**src/rtl/truth_table_prober.sv**
```systemverilog
// Drives a 3-input gate through rows 000..111, samples its output per row and
// reassembles the 8-bit truth-table code plus a per-row instability mask.
module truth_table_prober #(
   parameter int unsigned SETTLE_CYCLES = 4,
   parameter int unsigned SAMPLE_CYCLES = 2
) (
   input  logic       i_clk,
   input  logic       i_rst,
   input  logic       i_start,
   input  logic       i_abort,
   input  logic       i_dut_out,
   output logic       o_probe_in1,
   output logic       o_probe_in2,
   output logic       o_probe_in3,
   output logic       o_busy,
   output logic       o_done,
   output logic [7:0] o_code,
   output logic [7:0] o_unstable
);

   localparam int unsigned ROW_W    = 3;
   localparam int unsigned SETTLE_W = 8;
   localparam int unsigned SAMPLE_W = 4;
   localparam int unsigned CODE_W   = 8;

   localparam logic [SETTLE_W-1:0] SETTLE_LAST = SETTLE_W'(SETTLE_CYCLES - 1);
   localparam logic [SAMPLE_W-1:0] SAMPLE_LAST = SAMPLE_W'(SAMPLE_CYCLES - 1);
   localparam logic [ROW_W-1:0]    ROW_LAST    = '1;

   typedef enum logic [1:0] {
      ST_IDLE   = 2'd0,
      ST_SETTLE = 2'd1,
      ST_SAMPLE = 2'd2,
      ST_DONE   = 2'd3
   } state_t;

   state_t              r_state;
   logic [ROW_W-1:0]    r_row;
   logic [ROW_W-1:0]    r_probe;
   logic [SETTLE_W-1:0] r_settle_cnt;
   logic [SAMPLE_W-1:0] r_sample_cnt;
   logic [CODE_W-1:0]   r_code_sh;
   logic [CODE_W-1:0]   r_unst_sh;
   logic [CODE_W-1:0]   r_code;
   logic [CODE_W-1:0]   r_unstable;
   logic                r_busy;
   logic                r_done;

   logic [ROW_W-1:0]    w_bit_idx;
   logic [ROW_W-1:0]    w_row_next;
   logic                w_first_sample;
   logic                w_last_sample;
   logic                w_abort_hit;

   // Row r lands in code bit 7-r, which for a 3-bit row is simply ~r.
   assign w_bit_idx      = ~r_row;
   assign w_row_next     = r_row + ROW_W'(1);
   assign w_first_sample = (r_sample_cnt == '0);
   assign w_last_sample  = (r_sample_cnt == SAMPLE_LAST);
   assign w_abort_hit    = i_abort && (r_state != ST_IDLE);

   always_ff @(posedge i_clk or posedge i_rst) begin
      if (i_rst) begin
         r_state      <= ST_IDLE;
         r_row        <= '0;
         r_probe      <= '0;
         r_settle_cnt <= '0;
         r_sample_cnt <= '0;
         r_code_sh    <= '0;
         r_unst_sh    <= '0;
         r_code       <= '0;
         r_unstable   <= '0;
         r_busy       <= 1'b0;
         r_done       <= 1'b0;
      end else begin
         r_done <= 1'b0;
         if (w_abort_hit) begin
            // Cancel wins over every other transition; published results stay.
            r_state      <= ST_IDLE;
            r_row        <= '0;
            r_probe      <= '0;
            r_settle_cnt <= '0;
            r_sample_cnt <= '0;
            r_busy       <= 1'b0;
         end else begin
            case (r_state)
               ST_IDLE: begin
                  r_probe <= '0;
                  if (i_start) begin
                     r_state      <= ST_SETTLE;
                     r_row        <= '0;
                     r_settle_cnt <= '0;
                     r_sample_cnt <= '0;
                     r_code_sh    <= '0;
                     r_unst_sh    <= '0;
                     r_busy       <= 1'b1;
                  end else begin
                     r_busy <= 1'b0;
                  end
               end

               ST_SETTLE: begin
                  if (r_settle_cnt == SETTLE_LAST) begin
                     r_state      <= ST_SAMPLE;
                     r_sample_cnt <= '0;
                  end else begin
                     r_settle_cnt <= r_settle_cnt + SETTLE_W'(1);
                  end
               end

               ST_SAMPLE: begin
                  // First sample defines the code bit; later ones only flag disagreement.
                  if (w_first_sample) begin
                     r_code_sh[w_bit_idx] <= i_dut_out;
                  end else if (i_dut_out != r_code_sh[w_bit_idx]) begin
                     r_unst_sh[w_bit_idx] <= 1'b1;
                  end

                  if (w_last_sample) begin
                     r_sample_cnt <= '0;
                     if (r_row == ROW_LAST) begin
                        r_state <= ST_DONE;
                        r_probe <= '0;
                     end else begin
                        r_state      <= ST_SETTLE;
                        r_row        <= w_row_next;
                        r_probe      <= w_row_next;
                        r_settle_cnt <= '0;
                     end
                  end else begin
                     r_sample_cnt <= r_sample_cnt + SAMPLE_W'(1);
                  end
               end

               ST_DONE: begin
                  // busy stays high here so it drops in the same edge as done.
                  r_code     <= r_code_sh;
                  r_unstable <= r_unst_sh;
                  r_done     <= 1'b1;
                  r_row      <= '0;
                  r_probe    <= '0;
                  r_state    <= ST_IDLE;
               end

               default: begin
                  r_state <= ST_IDLE;
                  r_probe <= '0;
                  r_busy  <= 1'b0;
               end
            endcase
         end
      end
   end

   assign o_probe_in1 = r_probe[2];
   assign o_probe_in2 = r_probe[1];
   assign o_probe_in3 = r_probe[0];
   assign o_busy      = r_busy;
   assign o_done      = r_done;
   assign o_code      = r_code;
   assign o_unstable  = r_unstable;

endmodule

```
**config.mk**
```make
export PLATFORM = sky130hd
export DESIGN_NAME = truth_table_prober
export DESIGN_NICKNAME = d
export VERILOG_FILES = /design/src/rtl/truth_table_prober.sv
export SDC_FILE = /design/constraint.sdc
export NUM_CORES = 1
export LEC_CHECK = 0
export ABC_AREA = 1
export BUFFER_PORTS_ARGS = -buffer_cell sky130_fd_sc_hd__buf_2
export CORE_MARGIN = 2
export CORE_UTILIZATION = 55
export DETAILED_ROUTE_END_ITERATION = 10
export GPL_TIMING_DRIVEN = 0
export PLACE_DENSITY = 0.79
export SYNTH_ARGS = -nofsm -noshare
export SYNTH_HDL_FRONTEND = slang
export SYNTH_SLANG_ARGS = --single-unit
```
**constraint.sdc**
```tcl
create_clock -name i_clk -period 3.9 [get_ports i_clk]
set_input_delay 1.17 -clock i_clk [delete_from_list [all_inputs] [get_ports i_clk]]
set_output_delay 1.17 -clock i_clk [all_outputs]
set_load 0.05 [all_outputs]
```
==> results of run 1 <==
-- cell usage in the layout (no fill, tap or decap), types with 12 or more instances in the layout --
master   Yosys  routed
nand2_1     80      80
dfrtp_1     54      54
inv_1       41      40
nor2_1      32      32
buf_2        4      28
o21ai_0     27      27
nand4_1     14      14
nand3_1     12      12
a21oi_1     12      12
-- worst max path at each step --
stage                     startpoint               to  cells past startpoint
after floorplan                i_rst           o_busy                      1
after global placement         i_rst  r_sample_cnt[1]                      2
after detailed placement     i_abort        o_code[5]                      8
after CTS                  o_code[4]        o_code[4]                      1
after global routing      r_state[1]  r_sample_cnt[1]                     12
final                      o_code[4]        o_code[4]                      1
-- logic make-up after synthesis --
group	synth area share [%]
XOR/XNOR	0.312
adder cells (fa/ha/maj)	3.57
AO/OA/AOI/OAI	12.4
AND/OR/NAND/NOR	26.7
flip-flops	48.2
buffers and inverters	8.79
-- state kept, by name, indices dropped and copies added, names as in the netlist --
| signal | count |
|---|---|
| o_busy | 1 |
| o_code | 8 |
| o_done | 1 |
| o_unstable | 8 |
| r_code_sh | 8 |
| r_probe | 3 |
| r_row | 3 |
| r_sample_cnt | 4 |
| r_settle_cnt | 8 |
| r_state | 2 |
| r_unst_sh | 8 |
-- area by class of cell --
class                   count  area (sq um)
flip-flops and latches     54          1350
multi-input cells         230          1210
repair buffers             25           140
inverters                  49           189
clock buffers               5          68.8
plain buffers              10          57.6
fillers                   434          1710
well taps                  67          83.8
clock inverters             2          13.8
-- per-stage QoR --
step	utilization, %	total power [mW]	hold WS [ns]	setup WS [ns]
after floorplan	-	1.60	0.481	1.42
after CTS	64.6	2.16	0.491	1.78
after detailed placement	62.9	1.85	0.469	1.48
after global placement	62.4	1.81	0.465	0.777
after global routing	64.6	2.31	0.519	1.64
final	64.6	2.15	0.481	1.79
-- power breakdown --
| group | switching [mW] | total, mW | leakage, nW | internal [mW] |
|---|---|---|---|---|
| Sequential | 0.0708 | 0.750 | 0.734 | 0.679 |
| Clock | 0.183 | 0.307 | 0.0444 | 0.124 |
| Combinational | 0.806 | 1.09 | 0.751 | 0.289 |
| Total | 1.06 | 2.15 | 1.53 | 1.09 |
-- layer usage --
| metal | global-route usage, % | part of all wire (%) | vias to the layer above |
|---|---|---|---|
| li1 | - | - | 1179 |
| met1 | 33.0 | 48 | 1065 |
| met2 | 34.8 | 46 | 40 |
| met3 | 4.89 | 4.6 | 6 |
| met4 | 6.82 | 1.1 | 0 |
| met5 | 0 | 0 | - |
==> impl_metrics.env, run 1 <==
export IMPL_outcome="completed"
export IMPL_start_util_pct=58.2
export IMPL_r2r_setup_slack_ns=1.88
export IMPL_hpwlAfterDp_um=4100
export IMPL_io_pins=26
export IMPL_crit_slowest_cell="dfrtp_1"
export IMPL_synthesis_nets=356
export IMPL_period_share_pct=54.2
export IMPL_critical_path_endpoint_type="output pin"
export IMPL_first_pass_iters=4
export IMPL_die_x_um=75.4
export IMPL_r2r_end="o_code[3]"
export IMPL_ys_types=31
export IMPL_start_kind="flip-flop"
export IMPL_synth_edff_count=0
export IMPL_drive_gt1_share_pct=17.9
export IMPL_setup_violations_final=0
export IMPL_dp_cells=435
export IMPL_nets=388
export IMPL_synth_commonest_cells="80 x nand2_1, 54 x dfrtp_1, 41 x inv_1"
export IMPL_synth_top_cell_by_area="dfrtp_1"
export IMPL_die_area_sq_um=5690
export IMPL_worstSkewPairLatency_ns=0.31
export IMPL_whs_path_depth=2
export IMPL_crit_fanout=2
export IMPL_antenna_diode_count=0
export IMPL_finalInstanceArea_sq_um=3110
export IMPL_hold_end="o_unstable[4]"
export IMPL_grt_max_degree=33
export IMPL_path_buf_inv=1
export IMPL_syn_to_final_growth_pct=10.9
export IMPL_max_cap_violations=0
export IMPL_cts_inserted_buffers=5
export IMPL_finalNonFillerCells=442
export IMPL_regToRegStartpoint="r_state[0]"
export IMPL_detailroute_via_count=2290
export IMPL_portBuffers=24
export IMPL_critical_path_class="flip-flop to output pin"
export IMPL_synthCells=343
export IMPL_rows=25
export IMPL_grt_pass1_vias=2115
export IMPL_drc=0
export IMPL_cts_hold_buf=0
export IMPL_cts_tree="done"
export IMPL_cts_root_buffer="clkbuf_8"
export IMPL_required_ns=2.73
export IMPL_final_max_slew_viol_count=0
export IMPL_coreArea_sq_um=4820
export IMPL_synth_seq_cells=54
export IMPL_yosysMostFrequentCell="nand2_1"
export IMPL_path_cells="buf_2"
export IMPL_dpl_instance_area_sq_um=3030
export IMPL_fin_tns_setup_ns=0
export IMPL_synth_seq_area_share_pct=48.2
export IMPL_power_per_cell_area_nw_per_um2=692
export IMPL_async_flop_share_pct=100
export IMPL_grt_pass1_wl_um=9850
export IMPL_hold_viol_final=0
export IMPL_cellLeakagePower_nw=1.53
export IMPL_tightest_slew_ns=0.525
export IMPL_cp_slowest_stage_delay_ns=0.36
export IMPL_hold_start="o_unstable[4]"
export IMPL_ant_nets=0
export IMPL_antenna_found_initial=0
export IMPL_synth_top_cell_area_share_pct=48.2
export IMPL_holdCritPathClass="flip-flop to flip-flop"
export IMPL_drt_iter0_markers=161
export IMPL_rsz0062_at_grt="false"
export IMPL_finalWirelength_um=5660
export IMPL_htreeDepth=2
export IMPL_avgRoutedWirePerCell_um=12.8
export IMPL_vdd_drop_max_uv=388
export IMPL_syn_area_per_cell_sq_um=8.17
export IMPL_die_y_um=75.4
export IMPL_synth_area_top_cells="dfrtp_1 48%, nand2_1 11%, inv_1 5.5%"
export IMPL_fin_crit_ns=2.11
export IMPL_clock_skew_ns=0.0124
export IMPL_clk_pin_slew_ns=0.10
export IMPL_syn_area_sq_um=2800
export IMPL_cts_buffer_depth=2
export IMPL_grtUsageTotal_pct=22.8
export IMPL_overflow=0
export IMPL_ys_warn_count=0
export IMPL_drt_vias_per_instance=5.18
export IMPL_cts_setup_buffers=0
export IMPL_clock_fmax_ghz=0.473
export IMPL_ctsResizeCount=0
export IMPL_cts_sinks=54
export IMPL_ys_flop_type="dfrtp_1"
export IMPL_slew_headroom_pct=65.0
export IMPL_rr_worst_depth=10
export IMPL_globalplace_congestion=0.911
export IMPL_cp_top_family="flip-flops"
export IMPL_crit_arrival_ns=0.94
(Power assumes the default switching activity.)
==> run 2: changes to the inputs <==
--- a/config.mk
+++ b/config.mk
@@ -5,10 +5,10 @@
 export SDC_FILE = /design/constraint.sdc
 export NUM_CORES = 1
 export LEC_CHECK = 0
-export ABC_AREA = 1
+export ABC_AREA = 0
 export BUFFER_PORTS_ARGS = -buffer_cell sky130_fd_sc_hd__buf_2
 export CORE_MARGIN = 2
-export CORE_UTILIZATION = 55
+export CORE_UTILIZATION = 53
 export DETAILED_ROUTE_END_ITERATION = 10
 export GPL_TIMING_DRIVEN = 0
 export PLACE_DENSITY = 0.79
==> constraint.sdc (replaced) <==
create_clock -name i_clk -period 1.8 [get_ports i_clk]
set_input_delay 0.54 -clock i_clk [delete_from_list [all_inputs] [get_ports i_clk]]
set_output_delay 0.54 -clock i_clk [all_outputs]
set_load 0.05 [all_outputs]
==> run 2 against run 1 <==
- the flow now finishes with violations (negative setup slack)
- routed wire length rose by 7.3%
- cell count down 12%
- total power is 120% higher
- die area up 0.77%
- synthesized cell count shrank 24%
- highest routed layer unchanged
- clock skew down 0.0017 ns
- largest power group unchanged
- via count down 3.8%
==> impl_metrics.env, run 2 <==
export IMPL_antenna_found_initial=0
export IMPL_synth_commonest_cells="54 x dfrtp_1, 48 x nand2_1, 17 x mux2_2"
export IMPL_rows=26
export IMPL_multiInputGateArea_sq_um=1580
export IMPL_avgRoutedWirePerCell_um=15.7
export IMPL_final_cell_mix="53 x dfrtp_1, 42 x nand2_1, 25 x buf_2"
export IMPL_dp_cells=354
export IMPL_critical_path_endpoint_type="flip-flop"
export IMPL_max_cap_violations=0
export IMPL_clock_fmax_ghz=0.515
export IMPL_crit_fanout=7
export IMPL_worstSkewPairLatency_ns=0.32
export IMPL_synth_seq_area_share_pct=49.6
export IMPL_rsz0062_at_grt="true"
export IMPL_grtUsageTotal_pct=22.3
export IMPL_critical_path_class="flip-flop to flip-flop"
export IMPL_r2r_end="r_settle_cnt[7]"
export IMPL_fin_tns_setup_ns=-2.21
export IMPL_seq_area_sq_um=1350
export IMPL_syn_to_final_growth_pct=31.3
export IMPL_syn_area_sq_um=2720
export IMPL_cts_tree="done"
export IMPL_clock_skew_ns=0.0107
export IMPL_violations="negative setup slack"
export IMPL_holdCritPathClass="input port to async pin"
export IMPL_synthesis_nets=272
export IMPL_cts_hold_buf=0
export IMPL_synth_seq_cells=54
export IMPL_regToRegStartpoint="r_sample_cnt[3]"
export IMPL_tightest_slew_ns=1.13
export IMPL_die_x_um=75.7
export IMPL_setup_violations_final=29
export IMPL_ys_flop_type="dfrtp_1"
export IMPL_cts_buffer_depth=2
export IMPL_vdd_drop_max_uv=815
export IMPL_hpwlAfterDp_um=3720
export IMPL_nFillCells=359
export IMPL_htreeDepth=2
export IMPL_drt_iter0_markers=126
export IMPL_ant_nets=0
export IMPL_crit_slowest_cell="or4b_4"
export IMPL_die_y_um=75.7
export IMPL_finalInstanceArea_sq_um=3580
export IMPL_drive_gt1_share_pct=42.1
export IMPL_dpl_instance_area_sq_um=3030
export IMPL_start_util_pct=54.0
export IMPL_crit_arrival_ns=2.17
export IMPL_period_share_pct=108
export IMPL_fin_crit_ns=1.94
export IMPL_coreArea_sq_um=5040
export IMPL_grt_max_degree=55
export IMPL_nets=331
export IMPL_finalWirelength_um=6070
export IMPL_ys_warn_count=0
export IMPL_grt_pass1_wl_um=9540
export IMPL_syn_area_per_cell_sq_um=10.5
export IMPL_start_kind="flip-flop"
export IMPL_detailroute_via_count=2204
export IMPL_synth_area_top_cells="dfrtp_1 50%, mux2_2 7.0%, nand2_1 6.6%"
export IMPL_io_pins=26
export IMPL_grt_pass1_vias=2061
export IMPL_cts_inserted_buffers=5
export IMPL_cellLeakagePower_nw=1.77
export IMPL_finalPower_mw=4.79
export IMPL_finalNonFillerCells=388
export IMPL_ys_types=42
export IMPL_cts_root_buffer="clkbuf_8"
export IMPL_rr_worst_depth=6
export IMPL_antenna_diode_count=0
export IMPL_r2r_setup_slack_ns=-0.14
export IMPL_fin_util_pct=70.9
export IMPL_drc=0
export IMPL_worst_slack_ns=-0.143
export IMPL_final_common_cell="dfrtp_1"
export IMPL_outcome="finished with violations"
export IMPL_synth_edff_count=0
export IMPL_power_per_cell_area_nw_per_um2=1340
export IMPL_first_pass_iters=4
export IMPL_globalplace_congestion=0.880
export IMPL_async_flop_share_pct=100
export IMPL_drt_vias_per_instance=5.68
export IMPL_final_max_slew_viol_count=0
export IMPL_cp_slowest_stage_delay_ns=0.56
export IMPL_hold_viol_final=0
export IMPL_synth_top_cell_area_share_pct=49.6
export IMPL_yosysMostFrequentCell="dfrtp_1"
export IMPL_path_cells="or4b_4, o211ai_4, o2111ai_4, or2_1, buf_6, o31ai_2"
export IMPL_required_ns=2.03
export IMPL_slew_headroom_pct=24.7
export IMPL_synth_top_cell_by_area="dfrtp_1"
export IMPL_overflow=0
export IMPL_cts_sinks=54
export IMPL_die_area_sq_um=5730
export IMPL_synthCells=259
export IMPL_portBuffers=25
export IMPL_clk_pin_slew_ns=0.10
## run 2: per-layer routing
layer	vias to the layer above	wire (um)	track usage, %
met1	1092	2730	29.9
met3	11	149	5.03
met4	0	109	7.21
met2	39	3080	36.2
met5	-	0	0
li1	1062	-	-
## run 2: what timing repair did
action | in CTS | in global routing
buffers inserted | 22 | 8
endpoints found under the setup margin | 41 | 42
gates resized for setup | 31 | 23
pin swaps | 20 | 11
## run 2: how the worst max path moves through the flow
stage / from / endpoint / slack, ns
after floorplan: r_sample_cnt[3] / r_settle_cnt[5] / -0.20
after global placement: r_sample_cnt[3] / r_settle_cnt[7] / -0.33
after detailed placement: r_sample_cnt[3] / r_settle_cnt[6] / -0.39
after CTS: r_sample_cnt[2] / r_settle_cnt[6] / -0.15
after global routing: r_sample_cnt[2] / r_settle_cnt[5] / -0.24
final: r_sample_cnt[3] / r_settle_cnt[7] / -0.14
## run 2: area by class of cell
cell class	count	share of cell area [%]
Multi-Input combinational cell	187	44.2
Sequential cell	54	37.8
Timing Repair Buffer	53	9.80
Tap cell	70	2.45
Buffer	9	2.31
Clock buffer	5	1.92
Inverter	8	1.12
Clock inverter	2	0.385
## run 2: through the flow
| step | hold slack [ns] | setup slack, ns |
|---|---|---|
| 5_1_grt | 0.523 | -0.244 |
| 3_3_place_gp | 0.463 | -0.332 |
| 6_report | 0.485 | -0.143 |
| 2_1_floorplan | 0.439 | -0.196 |
| 3_5_place_dp | 0.462 | -0.388 |
| 4_1_cts | 0.489 | -0.146 |
## run 2: cells by family (layout without fill, tap and decap cells)
group / after synthesis / in the layout / synth area share (%)
and+or+nand+nor: 99 / 99 / 17.6
DFF: 54 / 54 / 49.6
AOI/OAI and AO/OA: 51 / 51 / 14.9
muxes: 28 / 28 / 11.2
buffers and inverters: 18 / 77 / 2.76
adders and majority gates: 8 / 8 / 3.67
xor gates and xnor gates: 1 / 1 / 0.322
## run 2: worst max-delay path: cells and delay by family (launching register included)
kind                   cells  cell delay, ns
AND/OR/NAND/NOR            2            0.79
AO/OA/AOI/OAI              3            0.52
flip-flops                 1            0.40
buffers and inverters      1            0.15
## run 2: where the power goes
part / internal [mW] / switching, mW
Clock: 0.270 / 0.401
Sequential: 1.38 / 0.127
Combinational: 1.06 / 1.55
Total: 2.71 / 2.08
==> run 3: changes to the inputs <==
--- a/config.mk
+++ b/config.mk
@@ -8,7 +8,7 @@
 export ABC_AREA = 0
 export BUFFER_PORTS_ARGS = -buffer_cell sky130_fd_sc_hd__buf_2
 export CORE_MARGIN = 2
-export CORE_UTILIZATION = 53
+export CORE_UTILIZATION = 55
 export DETAILED_ROUTE_END_ITERATION = 10
 export GPL_TIMING_DRIVEN = 0
 export PLACE_DENSITY = 0.79
==> constraint.sdc (replaced) <==
create_clock -name i_clk -period 2.1 [get_ports i_clk]
set_input_delay 0.63 -clock i_clk [delete_from_list [all_inputs] [get_ports i_clk]]
set_output_delay 0.63 -clock i_clk [all_outputs]
set_load 0.05 [all_outputs]
==> run 3 against run 2 <==
- the flow still finishes with violations (negative setup slack)
- register-to-register slack gained 0.13 ns
- sequential share of layout area grew 3.1 points
- critical endpoint is now r_code_sh[4]
- combinational power shrank 30%
- design area shrank 7.5%
- cell count shrank 6.4%
- core utilization shrank 1.4 points
==> impl_metrics.env, run 3 (same netlist as run 2, synthesis figures left out) <==
export IMPL_clk_pin_slew_ns=0.10
export IMPL_holdCritPathClass="input port to async pin"
export IMPL_ant_nets=0
export IMPL_cts_inserted_buffers=5
export IMPL_finalPower_mw=3.86
export IMPL_grtUsageTotal_pct=22.1
export IMPL_htreeDepth=2
export IMPL_cp_slowest_stage_delay_ns=0.40
export IMPL_antenna_found_initial=0
export IMPL_path_buf_inv=1
export IMPL_power_per_cell_area_nw_per_um2=1170
export IMPL_setup_violations_final=1
export IMPL_clock_fmax_ghz=0.474
export IMPL_required_ns=2.29
export IMPL_crit_arrival_ns=2.30
export IMPL_coreArea_sq_um=4750
export IMPL_grt_pass1_vias=1956
export IMPL_dp_cells=352
export IMPL_antenna_diode_count=0
export IMPL_worst_slack_ns=-0.00879
export IMPL_hpwlAfterDp_um=3780
export IMPL_drt_iter0_markers=168
export IMPL_fin_tns_setup_ns=-0.00879
export IMPL_die_x_um=74.4
export IMPL_tightest_slew_ns=0.449
export IMPL_period_share_pct=100
export IMPL_hold_viol_final=0
export IMPL_max_cap_violations=0
export IMPL_cts_buffer_depth=2
export IMPL_cp_top_family="compound AO/OA/AOI/OAI gates"
export IMPL_critical_path_class="flip-flop to flip-flop"
export IMPL_clock_skew_ns=0.00581
export IMPL_rr_worst_depth=7
export IMPL_detailroute_via_count=2135
export IMPL_finalWirelength_um=5760
export IMPL_portBuffers=25
export IMPL_violations="negative setup slack"
export IMPL_slew_headroom_pct=70.1
export IMPL_crit_fanout=6
export IMPL_overflow=0
export IMPL_cp_depth=7
export IMPL_start_util_pct=57.3
export IMPL_cts_tree="done"
export IMPL_start_kind="flip-flop"
export IMPL_drc=0
export IMPL_grt_max_degree=46
export IMPL_final_max_slew_viol_count=0
export IMPL_fin_crit_ns=2.11
export IMPL_worstSkewPairLatency_ns=0.31
export IMPL_die_area_sq_um=5530
export IMPL_globalplace_congestion=0.954
export IMPL_critical_path_endpoint_type="flip-flop"
export IMPL_final_cell_mix="52 x dfrtp_1, 45 x nand2_1, 26 x buf_2"
export IMPL_final_common_cell="dfrtp_1"
export IMPL_nets=308
export IMPL_cellLeakagePower_nw=1.66
export IMPL_first_pass_iters=4
export IMPL_cts_root_buffer="clkbuf_8"
export IMPL_rsz0062_at_grt="true"
export IMPL_rows=25
export IMPL_grt_pass1_wl_um=9380
export IMPL_finalNonFillerCells=363
export IMPL_drt_vias_per_instance=5.88
export IMPL_drive_gt1_share_pct=32.4
export IMPL_vdd_drop_max_uv=702
export IMPL_cts_hold_buf=0
export IMPL_avgRoutedWirePerCell_um=15.9
export IMPL_path_cells="inv_1, ha_4, or3b_1, a21o_1, a21oi_4, nand2_1, mux2i_1"
export IMPL_outcome="finished with violations"
export IMPL_syn_to_final_growth_pct=21.4
export IMPL_io_pins=26
export IMPL_crit_slowest_cell="dfrtp_1"
export IMPL_die_y_um=74.4
export IMPL_cts_sinks=54
[run 3: per-layer routing]
layer / vias up / track usage [%] / wire (um)
li1: 1018 / - / -
met1: 1057 / 31.8 / 2690
met2: 55 / 33.1 / 2770
met3: 5 / 5.15 / 239
met4: 0 / 7.34 / 55
met5: - / 0 / 0
[run 3: final cells by class]
class | instances | area (sq um)
inverters | 8 | 30.0
repair buffers | 30 | 175
clock buffers | 5 | 68.8
well taps | 67 | 83.8
fillers | 352 | 1450
plain buffers | 9 | 61.3
flip-flops and latches | 54 | 1350
clock inverters | 3 | 48.8
multi-input cells | 187 | 1490
[run 3: where the power goes]
group	internal [mW]	switching [mW]
sequential	1.19	0.105
combinational	0.639	1.21
clock	0.364	0.363
[run 3: final timing paths]
| kind | start | endpoint | slack, ns |
|---|---|---|---|
| max | r_state[0] | r_code_sh[4] | -0.009 |
| min | i_rst | r_settle_cnt[7] | 0.22 |
| max reg2reg | r_state[0] | r_code_sh[4] | -0.009 |
| min reg2reg | o_busy | o_busy | 0.48 |
| max in group asynchronous | i_rst | r_state[1] | 1.37 |
| min in group i_clk | o_busy | o_busy | 0.48 |
[run 3: timing repair]
action | in CTS | in global routing
setup buffers | 1 | 3
gates cloned | 0 | 0
hold endpoints to repair | 0 | 0
pin swaps | 1 | 12
gates resized for setup | 13 | 38
setup endpoints to repair | 51 | 36
[run 3: metrics by stage]
step	hold slack [ns]	area, sq um	util [%]	worst slack (ns)
2_1_floorplan	0.439	2730	-	0.0163
3_3_place_gp	0.456	2940	61.8	-0.480
3_5_place_dp	0.460	2960	62.2	-0.351
4_1_cts	0.226	3120	65.6	0.00564
5_1_grt	0.233	3310	69.6	-0.0648
6_report	0.224	3310	69.6	-0.00879
[run 3: worst register-to-register path, delay by kind of cell (launching register included)]
family	cells	cell delay [ns]
multiplexers	1	0.15
buffers and inverters	1	0.22
AO/OA/AOI/OAI	2	0.52
adder cells (fa/ha/maj)	1	0.22
flip-flops	1	0.40
AND/OR/NAND/NOR	2	0.49
